==> src/rtl/draw_pkg.sv <==
// Shared geometry/colour widths and the rectangle descriptor for the overlay.
// Sums use SUM_W (one bit wider than coordinates) so x+w never wraps.
package draw_pkg;
   localparam int COORD_W = 11;
   localparam int RGB_W   = 12;
   localparam int SUM_W   = 12;

   typedef struct packed {
      logic [COORD_W-1:0] x;
      logic [COORD_W-1:0] y;
      logic [COORD_W-1:0] w;
      logic [COORD_W-1:0] h;
      logic [RGB_W-1:0]   color;
      logic               en;
      logic               blink;
   } rect_cfg_t;
endpackage

==> src/rtl/vga_if.sv <==
// VGA timing plus pixel colour bundle; "in" is the consumer view, "out" the producer view.
// Pure wiring: no latency, no backpressure.
interface vga_if;
   logic [draw_pkg::COORD_W-1:0] hcount;
   logic [draw_pkg::COORD_W-1:0] vcount;
   logic                         hsync;
   logic                         vsync;
   logic                         hblnk;
   logic                         vblnk;
   logic [draw_pkg::RGB_W-1:0]   rgb;

   modport in  (input  hcount, vcount, hsync, vsync, hblnk, vblnk, rgb);
   modport out (output hcount, vcount, hsync, vsync, hblnk, vblnk, rgb);
endinterface

==> src/rtl/draw_rect_hit.sv <==
// Combinational test of one pixel against one enabled rectangle.
// Latency 0; no backpressure. w or h of zero can never hit.
module draw_rect_hit
   import draw_pkg::*;
(
   input  logic [COORD_W-1:0] hcount,
   input  logic [COORD_W-1:0] vcount,
   input  logic [COORD_W-1:0] x,
   input  logic [COORD_W-1:0] y,
   input  logic [COORD_W-1:0] w,
   input  logic [COORD_W-1:0] h,
   input  logic               en,
   output logic               hit
);
   logic [SUM_W-1:0] x_end;
   logic [SUM_W-1:0] y_end;
   logic             in_x;
   logic             in_y;

   always_comb begin
      x_end = SUM_W'(x) + SUM_W'(w);
      y_end = SUM_W'(y) + SUM_W'(h);
      in_x  = (hcount >= x) && (SUM_W'(hcount) < x_end);
      in_y  = (vcount >= y) && (SUM_W'(vcount) < y_end);
      hit   = en && in_x && in_y;
   end
endmodule

==> src/rtl/draw_rect_multi.sv <==
// Overlays N_RECT shadow-buffered rectangles on a VGA stream; config commits on each vblnk rise.
// Latency 2 clk for every vga_out field; cfg_ready drops only in the commit cycle.
module draw_rect_multi
   import draw_pkg::*;
#(
   parameter int  N_RECT           = 4,
   parameter int  BLINK_FRAMES     = 30,
   parameter int  PRIORITY_LOW_IDX = 1,
   localparam int IDX_W            = (N_RECT > 1) ? $clog2(N_RECT) : 1
)(
   input  logic             clk,
   input  logic             rst,
   vga_if.in                vga_in,
   vga_if.out               vga_out,
   input  logic             cfg_valid,
   output logic             cfg_ready,
   input  logic [IDX_W-1:0] cfg_idx,
   input  rect_cfg_t        cfg_rect,
   output logic             frame_tick
);
   localparam int FC_W = (BLINK_FRAMES > 1) ? $clog2(BLINK_FRAMES) : 1;

   rect_cfg_t          shadow [N_RECT];
   rect_cfg_t          active [N_RECT];
   logic               run_q;
   logic               vblnk_d;
   logic               commit;
   logic               wr_en;
   logic [FC_W-1:0]    frame_cnt;
   logic               blink_phase;
   logic [N_RECT-1:0]  hit_raw;
   logic [N_RECT-1:0]  hit_vis;
   logic [N_RECT-1:0]  hit_q;
   logic [COORD_W-1:0] s1_hcount;
   logic [COORD_W-1:0] s1_vcount;
   logic               s1_hsync;
   logic               s1_vsync;
   logic               s1_hblnk;
   logic               s1_vblnk;
   logic [RGB_W-1:0]   s1_rgb;
   logic [RGB_W-1:0]   sel_rgb;

   // run_q keeps the first post-reset cycle from seeing a false vblnk edge
   assign commit     = run_q & vga_in.vblnk & ~vblnk_d;
   assign cfg_ready  = run_q & ~commit;
   assign frame_tick = commit;
   assign wr_en      = cfg_valid & cfg_ready;

   always_ff @(posedge clk or negedge rst) begin
      if (!rst) begin
         run_q       <= 1'b0;
         vblnk_d     <= 1'b0;
         frame_cnt   <= '0;
         blink_phase <= 1'b0;
      end else begin
         run_q   <= 1'b1;
         vblnk_d <= vga_in.vblnk;
         if (commit) begin
            if (frame_cnt == FC_W'(BLINK_FRAMES - 1)) begin
               frame_cnt   <= '0;
               blink_phase <= ~blink_phase;
            end else begin
               frame_cnt <= frame_cnt + 1'b1;
            end
         end
      end
   end

   // Out-of-range indices match no entry, so those writes are accepted and dropped
   always_ff @(posedge clk or negedge rst) begin
      if (!rst) begin
         for (int i = 0; i < N_RECT; i++) begin
            shadow[i] <= '0;
            active[i] <= '0;
         end
      end else begin
         for (int i = 0; i < N_RECT; i++) begin
            if (wr_en && (cfg_idx == IDX_W'(i)))
               shadow[i] <= cfg_rect;
            if (commit)
               active[i] <= shadow[i];
         end
      end
   end

   for (genvar g = 0; g < N_RECT; g++) begin : g_hit
      draw_rect_hit u_hit (
         .hcount (vga_in.hcount),
         .vcount (vga_in.vcount),
         .x      (active[g].x),
         .y      (active[g].y),
         .w      (active[g].w),
         .h      (active[g].h),
         .en     (active[g].en),
         .hit    (hit_raw[g])
      );
   end

   always_comb begin
      hit_vis = '0;
      if (!(vga_in.hblnk || vga_in.vblnk)) begin
         for (int i = 0; i < N_RECT; i++)
            hit_vis[i] = hit_raw[i] & ~(active[i].blink & blink_phase);
      end
   end

   always_ff @(posedge clk or negedge rst) begin
      if (!rst) begin
         hit_q     <= '0;
         s1_hcount <= '0;
         s1_vcount <= '0;
         s1_hsync  <= 1'b0;
         s1_vsync  <= 1'b0;
         s1_hblnk  <= 1'b0;
         s1_vblnk  <= 1'b0;
         s1_rgb    <= '0;
      end else begin
         hit_q     <= hit_vis;
         s1_hcount <= vga_in.hcount;
         s1_vcount <= vga_in.vcount;
         s1_hsync  <= vga_in.hsync;
         s1_vsync  <= vga_in.vsync;
         s1_hblnk  <= vga_in.hblnk;
         s1_vblnk  <= vga_in.vblnk;
         s1_rgb    <= vga_in.rgb;
      end
   end

   // Later assignment wins, so the loop direction sets the priority
   always_comb begin
      sel_rgb = s1_rgb;
      if (PRIORITY_LOW_IDX != 0) begin
         for (int i = N_RECT - 1; i >= 0; i--)
            if (hit_q[i]) sel_rgb = active[i].color;
      end else begin
         for (int i = 0; i < N_RECT; i++)
            if (hit_q[i]) sel_rgb = active[i].color;
      end
   end

   always_ff @(posedge clk or negedge rst) begin
      if (!rst) begin
         vga_out.hcount <= '0;
         vga_out.vcount <= '0;
         vga_out.hsync  <= 1'b0;
         vga_out.vsync  <= 1'b0;
         vga_out.hblnk  <= 1'b0;
         vga_out.vblnk  <= 1'b0;
         vga_out.rgb    <= '0;
      end else begin
         vga_out.hcount <= s1_hcount;
         vga_out.vcount <= s1_vcount;
         vga_out.hsync  <= s1_hsync;
         vga_out.vsync  <= s1_vsync;
         vga_out.hblnk  <= s1_hblnk;
         vga_out.vblnk  <= s1_vblnk;
         vga_out.rgb    <= sel_rgb;
      end
   end
endmodule

==> src/flat_wrapper.sv <==
// flat-port wrapper written by rule: the top's interface ports become plain ports
module draw_rect_multi_flat import draw_pkg::*;
#(
   parameter int  N_RECT           = 4,
   parameter int  BLINK_FRAMES     = 30,
   parameter int  PRIORITY_LOW_IDX = 1,
   localparam int IDX_W            = (N_RECT > 1) ? $clog2(N_RECT) : 1
)
  (clk, rst, cfg_valid, cfg_ready, cfg_idx, cfg_rect, frame_tick, vga_in_hcount, vga_in_vcount, vga_in_hsync, vga_in_vsync, vga_in_hblnk, vga_in_vblnk, vga_in_rgb, vga_out_hcount, vga_out_vcount, vga_out_hsync, vga_out_vsync, vga_out_hblnk, vga_out_vblnk, vga_out_rgb);
  vga_if vga_in_i ();
  vga_if vga_out_i ();
  input  logic clk;
  input  logic rst;
  input  logic cfg_valid;
  output logic cfg_ready;
  input  logic [IDX_W-1:0] cfg_idx;
  input  rect_cfg_t cfg_rect;
  output logic frame_tick;
  input wire logic [$bits(vga_in_i.hcount)-1:0] vga_in_hcount;
  input wire logic [$bits(vga_in_i.vcount)-1:0] vga_in_vcount;
  input wire logic [$bits(vga_in_i.hsync)-1:0] vga_in_hsync;
  input wire logic [$bits(vga_in_i.vsync)-1:0] vga_in_vsync;
  input wire logic [$bits(vga_in_i.hblnk)-1:0] vga_in_hblnk;
  input wire logic [$bits(vga_in_i.vblnk)-1:0] vga_in_vblnk;
  input wire logic [$bits(vga_in_i.rgb)-1:0] vga_in_rgb;
  output wire logic [$bits(vga_out_i.hcount)-1:0] vga_out_hcount;
  output wire logic [$bits(vga_out_i.vcount)-1:0] vga_out_vcount;
  output wire logic [$bits(vga_out_i.hsync)-1:0] vga_out_hsync;
  output wire logic [$bits(vga_out_i.vsync)-1:0] vga_out_vsync;
  output wire logic [$bits(vga_out_i.hblnk)-1:0] vga_out_hblnk;
  output wire logic [$bits(vga_out_i.vblnk)-1:0] vga_out_vblnk;
  output wire logic [$bits(vga_out_i.rgb)-1:0] vga_out_rgb;
  assign vga_in_i.hcount = vga_in_hcount;
  assign vga_in_i.vcount = vga_in_vcount;
  assign vga_in_i.hsync = vga_in_hsync;
  assign vga_in_i.vsync = vga_in_vsync;
  assign vga_in_i.hblnk = vga_in_hblnk;
  assign vga_in_i.vblnk = vga_in_vblnk;
  assign vga_in_i.rgb = vga_in_rgb;
  assign vga_out_hcount = vga_out_i.hcount;
  assign vga_out_vcount = vga_out_i.vcount;
  assign vga_out_hsync = vga_out_i.hsync;
  assign vga_out_vsync = vga_out_i.vsync;
  assign vga_out_hblnk = vga_out_i.hblnk;
  assign vga_out_vblnk = vga_out_i.vblnk;
  assign vga_out_rgb = vga_out_i.rgb;
  draw_rect_multi #(.N_RECT(N_RECT), .BLINK_FRAMES(BLINK_FRAMES), .PRIORITY_LOW_IDX(PRIORITY_LOW_IDX)) u_core (.clk(clk), .rst(rst), .vga_in(vga_in_i), .vga_out(vga_out_i), .cfg_valid(cfg_valid), .cfg_ready(cfg_ready), .cfg_idx(cfg_idx), .cfg_rect(cfg_rect), .frame_tick(frame_tick));
endmodule
==> config.mk <==
export PLATFORM = sky130hd
export DESIGN_NAME = draw_rect_multi_flat
export DESIGN_NICKNAME = d
export VERILOG_FILES = /design/src/rtl/draw_pkg.sv /design/src/rtl/vga_if.sv /design/src/rtl/draw_rect_hit.sv /design/src/rtl/draw_rect_multi.sv /design/src/flat_wrapper.sv
export SDC_FILE = /design/constraint.sdc
export NUM_CORES = 1
export LEC_CHECK = 0
export ABC_CLOCK_PERIOD_IN_PS = 3790
export CORE_ASPECT_RATIO = 2
export CORE_UTILIZATION = 39
export DETAILED_ROUTE_END_ITERATION = 8
export HOLD_SLACK_MARGIN = 0.08
export PLACE_DENSITY = 0.57
export SYNTH_ARGS = -nofsm -noshare
export SYNTH_HDL_FRONTEND = slang
export SYNTH_SLANG_ARGS = --single-unit
export TNS_END_PERCENT = 10
==> constraint.sdc <==
create_clock -name clk -period 3.79 [get_ports clk]
set_clock_uncertainty 0.2 [all_clocks]
set_input_delay 0.5685 -clock clk [delete_from_list [all_inputs] [get_ports clk]]
set_output_delay 0.5685 -clock clk [all_outputs]
set_load 0.02 [all_outputs]
## After elaboration in Yosys (flattened, before gate mapping)

Index checks and enable logic that the tools add are counted.

| cells by class | value |
|---|---|
| add/sub/neg operators | 9 |
| order comparisons | 16 |
| eq/ne operators | 4 |
| multiplexer cells | 6 |
| bitwise operators | 19 |
| reduce and logical (&&, ||, !) cells | 23 |

Operators by type and width:

| cell | number |
|---|---|
| adder 11 x 11 -> 12 bit | 8 |
| less-than comparator 11 x 12 -> 1 bit | 8 |
| greater-or-equal comparator 11 bit | 8 |
| two-way mux 12 bit | 4 |
| logical AND 1 bit | 20 |
| AND 1 bit | 12 |
| inverter 1 bit | 7 |
| adder 5 x 1 -> 5 bit, second input constant | 1 |
| == test 5 bit, second input constant | 1 |
| two-way mux 5 bit | 1 |
| == test 2 bit, second input constant | 2 |
| two-way mux 4 bit | 1 |
| == test 2 x 1 -> 1 bit, second input constant | 1 |
| logical NOT 2 bit | 1 |
| AND reduction 2 bit | 1 |
| logical OR 1 bit | 1 |

| storage, ports and cells | value |
|---|---|
| register bits | 551 |
| input port bits | 101 |
| output and inout port bits | 40 |
| logic and storage cells | 151 |

## Logic depth before layout (Yosys ltp)

Gate-level depths: netlist of run 1.

| depth | value |
|---|---|
| word-level depth | 7 |
| depth in mapped cells | 16 |
| mapped depth without buffers | 16 |

## Hierarchy

From an unflattened synthesis of run 1, not the netlist that was laid out.

| second synthesis, totals | value |
|---|---|
| cell total of the unflattened synthesis | 2652 |
| area total of the unflattened synthesis | 27824.2 µm² |

By module, submodules not included:

| module | instances | cells each | area an instance (µm²) | seq. area each (µm²) |
|---|---|---|---|---|
| draw_rect_multi | 1 | 1681 | 20229.4 | 13788.2 |
| draw_rect_hit at u_core.g_hit[0].u_hit ... | 2 | 250 | 1933.1 | 0.0 |
| draw_rect_hit at u_core.g_hit[3].u_hit | 1 | 238 | 1871.8 | 0.0 |
| draw_rect_hit at u_core.g_hit[2].u_hit | 1 | 233 | 1856.8 | 0.0 |

## Worst setup path before layout of run 1

OpenSTA, ideal clock, no wires.

| timing path | value |
|---|---|
| path kind | reg-to-reg |
| start point | register u_core.active[105] in the netlist's numbering |
| end point | register u_core.hit_q[2] |
| library setup time | 0.101 ns |
| arrival time | 3.199 ns |
| required time | 3.489 ns |
| path slack | 0.290 ns |
| cell stages (with the launch flop) | 17 |
| path buffers | 0 |
| clock period less this slack | 3.500 ns |
| path through | dfrtp_1 > ha_1 > fa_1 > a21o_1 > a21oi_2 > o21ai_1 > or4_1 > nand2_1 > xor2_1 > ha_1 > o21ai_0 > nor2_1 > nand4_1 > a21oi_1 > o41ai_1 > a41oi_1 > nor4_1 |

| on the way | value |
|---|---|
| cells in the longest elaborated chain, start to end | 7 |
| elaborated cells on any way between the ends | 8 |
| classes of those cells | add/sub: 1; order compare: 2; mux: 1; bitwise: 1; reduce/logical: 3 |

RTL lines:

| element | line | source |
|---|---|---|
| start, declared | draw_rect_multi.sv:24 | `rect_cfg_t active [N_RECT];` |
| start signal, assigned by index | draw_rect_multi.sv:81 | `active[i] <= shadow[i];` |
| adder 11 x 11 -> 12 bit | draw_rect_hit.sv:21 | `x_end = SUM_W'(x) + SUM_W'(w);` |
| less-than comparator 11 x 12 -> 1 bit | draw_rect_hit.sv:23 | `in_x = (hcount >= x) && (SUM_W'(hcount) < x_end);` |
| logical AND 1 bit (*) | draw_rect_hit.sv:23 |  |
| logical AND 1 bit (*) (2 in series) | draw_rect_hit.sv:25 | `hit = en && in_x && in_y;` |
| AND 1 bit (*) | draw_rect_multi.sv:103 | `hit_vis[i] = hit_raw[i] & ~(active[i].blink & blink_phase);` |
| two-way mux 4 bit (*) | draw_rect_multi.sv:101 | `if (!(vga_in.hblnk \|\| vga_in.vblnk)) begin` |
| via u_core.hit_vis[2] | draw_rect_multi.sv:32 | `logic [N_RECT-1:0] hit_vis;` |
| end signal, assigned | draw_rect_multi.sv:118 | `hit_q <= hit_vis;` |
| end, declared | draw_rect_multi.sv:33 | `logic [N_RECT-1:0] hit_q;` |

Mark *: on every way through the listed nets, which the timed path passes. The rest lies on a longest branch.
A chain may end at the register's enable or synchronous reset.

## Final worst setup path of run 1

Ends and elaborated chain as after synthesis.

==> key figures, run 1 <==
Logic synthesis
  – Top cells by area, synth: dfrtp_1 51%, ha_1 12%, mux2_2 9.7%
  – Synthesis Warnings: 0
  – Synth Flop Type: dfrtp_1
  – Simple-Gate Fraction of Synth Area: 0.118
  – Syn Nets: 2,875
  – Synth Area in Compound Gates: 0.0924
  – Post-synth EDFFs: 0
  – Synth top area share: 0.512
  – Post-Synth XOR/XNOR Area: 0.0221
  – Post-synthesis adder-cell area fraction: 0.126
  – Cell Area, Synth: 26,900 um^2
  – Combinational family with the most area after synthesis: adder cells
  – Sequential-to-total area share from yosys stat: 0.512
  – Area leader, netlist: dfrtp_1
  – Post-Syn Instances: 2,508
  – Count of different cell masters after synthesis: 61
  – #FFs+latches synth: 551
  – Proportion of synthesized area in mux cells: 0.101
  – Async S/R FF share, synth: 1.00
  – Syn Area/Cell: 10.7 um^2

Floorplanning
  – Initial Util: 0.393
  – DIE AREA: 70,200 um^2
  – Total core area: 68,600 um^2
  – I/O pin count: 141
  – Die X: 188 um
  – Die Y: 374 um
  – Std cell rows: 136

Timing
  – Fin crit period: 3.76 ns
  – Slew HR: 0.278
  – RSZ-0062 raised after global routing: true
  – Final Cycle Share: 0.991
  – Slew Viols, Final: 0
  – Slew @ Worst Pin: 1.08 ns
  – Max Clock Freq: 266 MHz
  – Worst setup margin: 0.0340 ns
  – Final number of setup-violating endpoints: 0
  – Final hold vios: 0

GRT
  – Grt ovf: 0
  – Vias in the first global route: 19,800
  – Gr usage total: 0.218
  – Initial antenna violation count: 2
  – Largest net degree at the start of global routing: 154
  – First-pass GRT wire length: 117 mm

Place
  – Placer congestion estimate: 0.872
  – Hpwl dp: 53.4 mm
  – Inst Count DP: 3,535
  – Port Buf Inserts: 140
  – Dpl ws: -0.0226 ns

Job
  – Max cap viols: 0

Clock network
  – CTS sink cnt: 551
  – TritonCTS Buffers: 53
  – Root Buffer: clkbuf_16
  – CTS H-tree lvls: 2
  – Clock buffer depth: 3
  – CTS clock-pin slew for the worst setup and hold paths: 0.07 ns
  – CTS tree: built
  – Insertion delay to the later sink of the worst-skew pair: 0.63 ns

Cells and area
  – Antenna Diode Count: 0
  – Final nets: 3,066
  – Non-Filler Instances: 3,638
  – Fraction of layout cells with a size suffix above 1: 0.160
  – Syn-to-layout area delta: 18.7%
  – Fillers: 6,378
  – Commonest non-fill, non-tap cell in the layout: nand2_1
  – Commonest cells after routing, fill and taps aside: 581 x nand2_1, 551 x dfrtp_1, 255 x ha_1
  – Final core occ: 0.466

Setup path
  – Arr. time, crit path: 4.07 ns
  – CP max FO: 2
  – Worst setup endpoint: u_core.hit_q[2]
  – CP Data Required Time: 4.11 ns
  – Most frequent CP cell: o21ai_2
  – Crit Reg-Reg Startpoint: u_core.active[105]
  – Setup CP Type: register to register
  – WP depth: 16
  – Crit end category: register
  – Slowest CP cell: or4_4
  – Worst r2r path cells: 16
  – CP cell instances: ha_2, fa_2, a21o_1, a21oi_2, o21ai_2, or4_4, nand2_2, xor2_1, ha_1, o21ai_2, nor2_1, nand4_1, a21oi_1, o41ai_1, a41oi_1, nor4_1
  – R2R Path End: u_core.hit_q[2]
  – CP bufs+invs: 0
  – Crit start category: register
  – CP delay by family, top: compound AO/OA/AOI/OAI gates
  – Crit path from: u_core.active[105]
  – CP peak stage delay: 0.43 ns
  – Reg2Reg Setup Slack: 0.03 ns

Pwr
  – Max IR drop VDD: 0.000441 V
  – Leakage: 15.0 nW
  – Final Power: 19.8 mW
  – Pwr dens: 620 nW/um^2

Route
  – Drt pass-1 iters: 6
  – Average via count per standard cell: 5.21
  – Post-route DRC: 0
  – Post-DRT Antenna Nets: 0
  – Wirelength per Cell: 20.6 um
  – Via count: 19,000
  – Final Routed Wirelength: 75.0 mm
  – First DRT Iteration DRCs: 873

Min path
  – Hold Crit Class: register to register
  – Worst Min Path Start: u_core.s1_vcount[3]

Outcome
  – Status: complete, no violations
==> cell usage after synthesis, types with 9 or more instances <==
master	n
xor2_1	49
o21a_1	20
nor3_1	17
a21o_1	31
or3_1	11
a211oi_1	16
buf_2	14
mux2_2	232
a311oi_1	9
nand4_1	9
nand2b_1	24
mux2i_1	12
buf_1	12
nor2_1	72
nor2b_1	17
clkbuf_1	55
xnor2_1	19
o2111ai_1	10
nand3_1	16
dfrtp_1	551
inv_1	112
nand2_1	582
o21ai_0	156
ha_1	258
a21oi_1	98
==> state kept, by name, indices dropped and copies added (netlist names), 4 cells and up <==
name / cells
u_core.hit_q: 4
u_core.active: 232
u_core.s1_rgb: 12
u_core.s1_vcount: 11
u_core.vga_out.vcount: 11
u_core.frame_cnt: 5
u_core.vga_out.hcount: 11
u_core.vga_out.rgb: 12
u_core.shadow: 232
u_core.s1_hcount: 11
==> through the flow <==
stage               instance area, um^2  hold WS [ns]  TNS [ns]
floorplan                         26900        0.0729         0
global placement                  30000         0.133   -0.0793
detailed placement                30000         0.135   -0.0226
CTS                               31800         0.133         0
global route                      32000         0.143    -0.255
finish                            32000         0.124         0
==> what timing repair did <==
| item | CTS | global route |
|---|---|---|
| hold buffers | 1 | 0 |
| setup buffers | 0 | 5 |
| endpoints found under the hold margin | 75 | 0 |
| pin swaps | 1 | 11 |
| resized for setup | 1 | 23 |
| setup endpoints to repair | 1 | 4 |
==> kinds of logic (layout without fill, tap and decap cells) <==
kind of cell / Yosys count / count (layout)
mux: 244 / 244
fa+ha+maj: 266 / 266
xor+xnor: 68 / 68
other cells: 1 / 1
simple gates: 775 / 775
flops: 551 / 551
compound gates: 407 / 407
buf+inv: 196 / 429
==> worst reg2reg max path, cell delays in order (launching register included) <==
cell     delay, ns
dfrtp_1       0.40
ha_2          0.20
fa_2          0.41
a21o_1        0.18
a21oi_2       0.16
o21ai_2       0.09
or4_4         0.44
nand2_2       0.08
xor2_1        0.15
ha_1          0.26
o21ai_2       0.16
nor2_1        0.06
nand4_1       0.09
a21oi_1       0.05
o41ai_1       0.37
a41oi_1       0.08
nor4_1        0.29
==> final cells by class <==
cell class / instances / area (um^2) / area share
Timing Repair Buffer: 219 / 2240 / 0.0700
Clock inverter: 27 / 348 / 0.0109
Sequential cell: 551 / 13800 / 0.431
Inverter: 113 / 432 / 0.0135
Clock buffer: 70 / 1510 / 0.0473
Tap cell: 897 / 1120 / 0.0351
Multi-Input combinational cell: 1761 / 12500 / 0.392
==> report_power, final <==
group | internal, mW | switching, mW
combinational | 2.86 | 3.25
sequential | 7.16 | 0.836
clock | 3.30 | 2.42
total | 13.3 | 6.51
==> metal layers <==
layer | part of all wire | up-vias | GRT usage
met3 | 0.026 | 122 | 0.0235
li1 | - | 8984 | -
met4 | 0.047 | 2 | 0.100
met2 | 0.55 | 330 | 0.417
met1 | 0.38 | 9513 | 0.237
met5 | 0.00023 | - | 0
==> worst min-delay path by stage <==
stage                                          end  slack (ns)  cells past startpoint
after floorplan                   u_core.active[0]        0.07                      0
after global placement    u_core.vga_out.hcount[6]        0.13                      0
after detailed placement  u_core.vga_out.hcount[3]        0.13                      0
after CTS                 u_core.vga_out.vcount[3]        0.13                      0
after global routing      u_core.vga_out.vcount[5]        0.14                      0
final                     u_core.vga_out.vcount[3]        0.12                      0
Power figures use the tool's default switching activity.
==> run 2: changes to the inputs <==
- PLACE_DENSITY: 0.57 -> 0.53
==> run 2 against run 1 <==
  * The run now ends with DRC left
  * Setup slack better by 0.0079 ns
  * Cell count is essentially flat
  * Die area unchanged
  * Critical path depth stayed put
==> key figures, run 2 (synthesis gave the netlist of run 1 again) <==
Setup path
  – CP cell instances: ha_2, fa_2, a21o_1, a21oi_1, buf_4, o21ai_1, o41a_1, a21o_1, a21oi_2, xor2_1, ha_1, nor4_2, o211ai_1, nand2_1, a41oi_2, nor4_2
  – Crit Reg-Reg Startpoint: u_core.active[25]
  – CP max FO: 2
  – Crit start category: register
  – CP Data Required Time: 4.12 ns
  – WP depth: 16
  – Worst r2r path cells: 16
  – CP bufs+invs: 1
  – CP delay by family, top: compound AO/OA/AOI/OAI gates
  – Crit end category: register
  – Reg2Reg Setup Slack: 0.04 ns
  – Worst setup endpoint: u_core.hit_q[3]
  – R2R Path End: u_core.hit_q[3]
  – CP peak stage delay: 0.41 ns
  – Crit path from: u_core.active[25]
  – Arr. time, crit path: 4.08 ns
  – Slowest CP cell: o41a_1
  – Setup CP Type: register to register

Route
  – Via count: 19,000
  – Wirelength per Cell: 20.6 um
  – Drt pass-1 iters: 7
  – Final Routed Wirelength: 74.8 mm
  – Average via count per standard cell: 5.21
  – Post-route DRC: 1
  – First DRT Iteration DRCs: 791
  – Post-DRT Antenna Nets: 0

Job
  – Max cap viols: 0

Timing
  – Max Clock Freq: 267 MHz
  – RSZ-0062 raised after global routing: true
  – Hold slack: 0.147 ns
  – Final hold vios: 0
  – Slew Viols, Final: 0
  – Final Cycle Share: 0.989
  – Final number of setup-violating endpoints: 0
  – Slew HR: 0.382
  – Slew @ Worst Pin: 0.927 ns
  – Fin crit period: 3.75 ns

GRT
  – Grt ovf: 0
  – Vias in the first global route: 20,100
  – Initial antenna violation count: 4
  – First-pass GRT wire length: 117 mm
  – Largest net degree at the start of global routing: 154
  – Gr usage total: 0.220

Place
  – Hpwl dp: 52.7 mm
  – Placer congestion estimate: 0.877
  – Port Buf Inserts: 140

Floorplanning
  – Die X: 188 um
  – Initial Util: 0.393
  – I/O pin count: 141
  – DIE AREA: 70,200 um^2
  – Die Y: 374 um
  – Std cell rows: 136
  – Total core area: 68,600 um^2

Clock network
  – CTS tree: built
  – CTS clock-pin slew for the worst setup and hold paths: 0.06 ns
  – Root Buffer: clkbuf_16
  – TritonCTS Buffers: 53
  – Clock buffer depth: 3
  – CTS H-tree lvls: 2
  – Insertion delay to the later sink of the worst-skew pair: 0.65 ns
  – CTS sink cnt: 551

Outcome
  – Status: finished, violations left
  – Failing checks: DRC

Pwr
  – Max IR drop VDD: 0.000364 V
  – Leakage: 15.0 nW
  – Pwr dens: 623 nW/um^2
  – Final Power: 19.9 mW

Cells and area
  – Commonest non-fill, non-tap cell in the layout: nand2_1
  – Fraction of layout cells with a size suffix above 1: 0.163
  – Final nets: 3,065
  – Fillers: 6,377
  – Syn-to-layout area delta: 18.6%
  – Commonest cells after routing, fill and taps aside: 581 x nand2_1, 551 x dfrtp_1, 253 x ha_1
  – Largest registers: u_core.active x232, u_core.shadow x232

Min path
  – Hold Crit Class: register to register
[run 2: worst reg2reg max path: cells and delay by family (launching register included)]
kind                     cells  cell delay (ns)
AND/OR/NAND/NOR              3             0.63
adder cells (fa/ha/maj)      3             0.79
buffers and inverters        1             0.16
AO/OA/AOI/OAI                8             1.38
flip-flops                   1             0.39
XOR/XNOR                     1             0.08
[run 2: what timing repair did]
action                     in CTS  in global routing
setup buffers                   0                  3
hold endpoints to repair       50                  0
hold buffers                    1                  0
resized for setup               5                 36
setup endpoints to repair       3                  4
pin swaps                       1                 18
[run 2: through the flow]
step	area, um^2	setup TNS, ns	worst slack (ns)	utilization	instances
2_1_floorplan	26900	0	0.290	-	2508
3_3_place_gp	29900	0	0.0154	0.436	3536
3_5_place_dp	29900	-0.157	-0.0776	0.436	3536
4_1_cts	31800	-0.00686	-0.00686	0.464	3635
5_1_grt	32000	-0.260	-0.163	0.466	3640
6_report	32000	0	0.0420	0.466	3640
[run 2: power breakdown]
group	total (mW)	internal [mW]	switching [mW]
clock network	5.76	3.30	2.46
registers	7.97	7.16	0.807
logic	6.20	2.91	3.29
[run 2: cell type report]
cell class / count / area [um^2] / share of cell area
clock buffers: 70 / 1470 / 0.0460
well taps: 897 / 1120 / 0.0351
inverters: 113 / 432 / 0.0135
diodes: 2 / 5.00 / 0.000157
multi-input cells: 1761 / 12600 / 0.394
clock inverters: 28 / 409 / 0.0128
flip-flops and latches: 551 / 13800 / 0.431
repair buffers: 218 / 2160 / 0.0675
[run 2: how the worst min path moves through the flow]
| stage | start | end | slack, ns | cells past startpoint |
|---|---|---|---|---|
| 2_1_floorplan | rst | u_core.active[0] | 0.07 | 0 |
| 3_3_place_gp | u_core.s1_hcount[7] | u_core.vga_out.hcount[7] | 0.13 | 0 |
| 3_5_place_dp | u_core.s1_hcount[5] | u_core.vga_out.hcount[5] | 0.13 | 0 |
| 4_1_cts | vga_in_rgb[2] | u_core.s1_rgb[2] | 0.11 | 1 |
| 5_1_grt | vga_in_rgb[6] | u_core.s1_rgb[6] | 0.12 | 1 |
| 6_report | u_core.s1_hcount[5] | u_core.vga_out.hcount[5] | 0.15 | 0 |
[run 2: metal layers]
metal  track usage  part of all wire  up-vias
met5             0           0.00024        -
met4         0.109             0.051        4
met3        0.0301             0.028      144
met2         0.411              0.54      299
met1         0.239              0.38     9550
li1              -                 -     8968
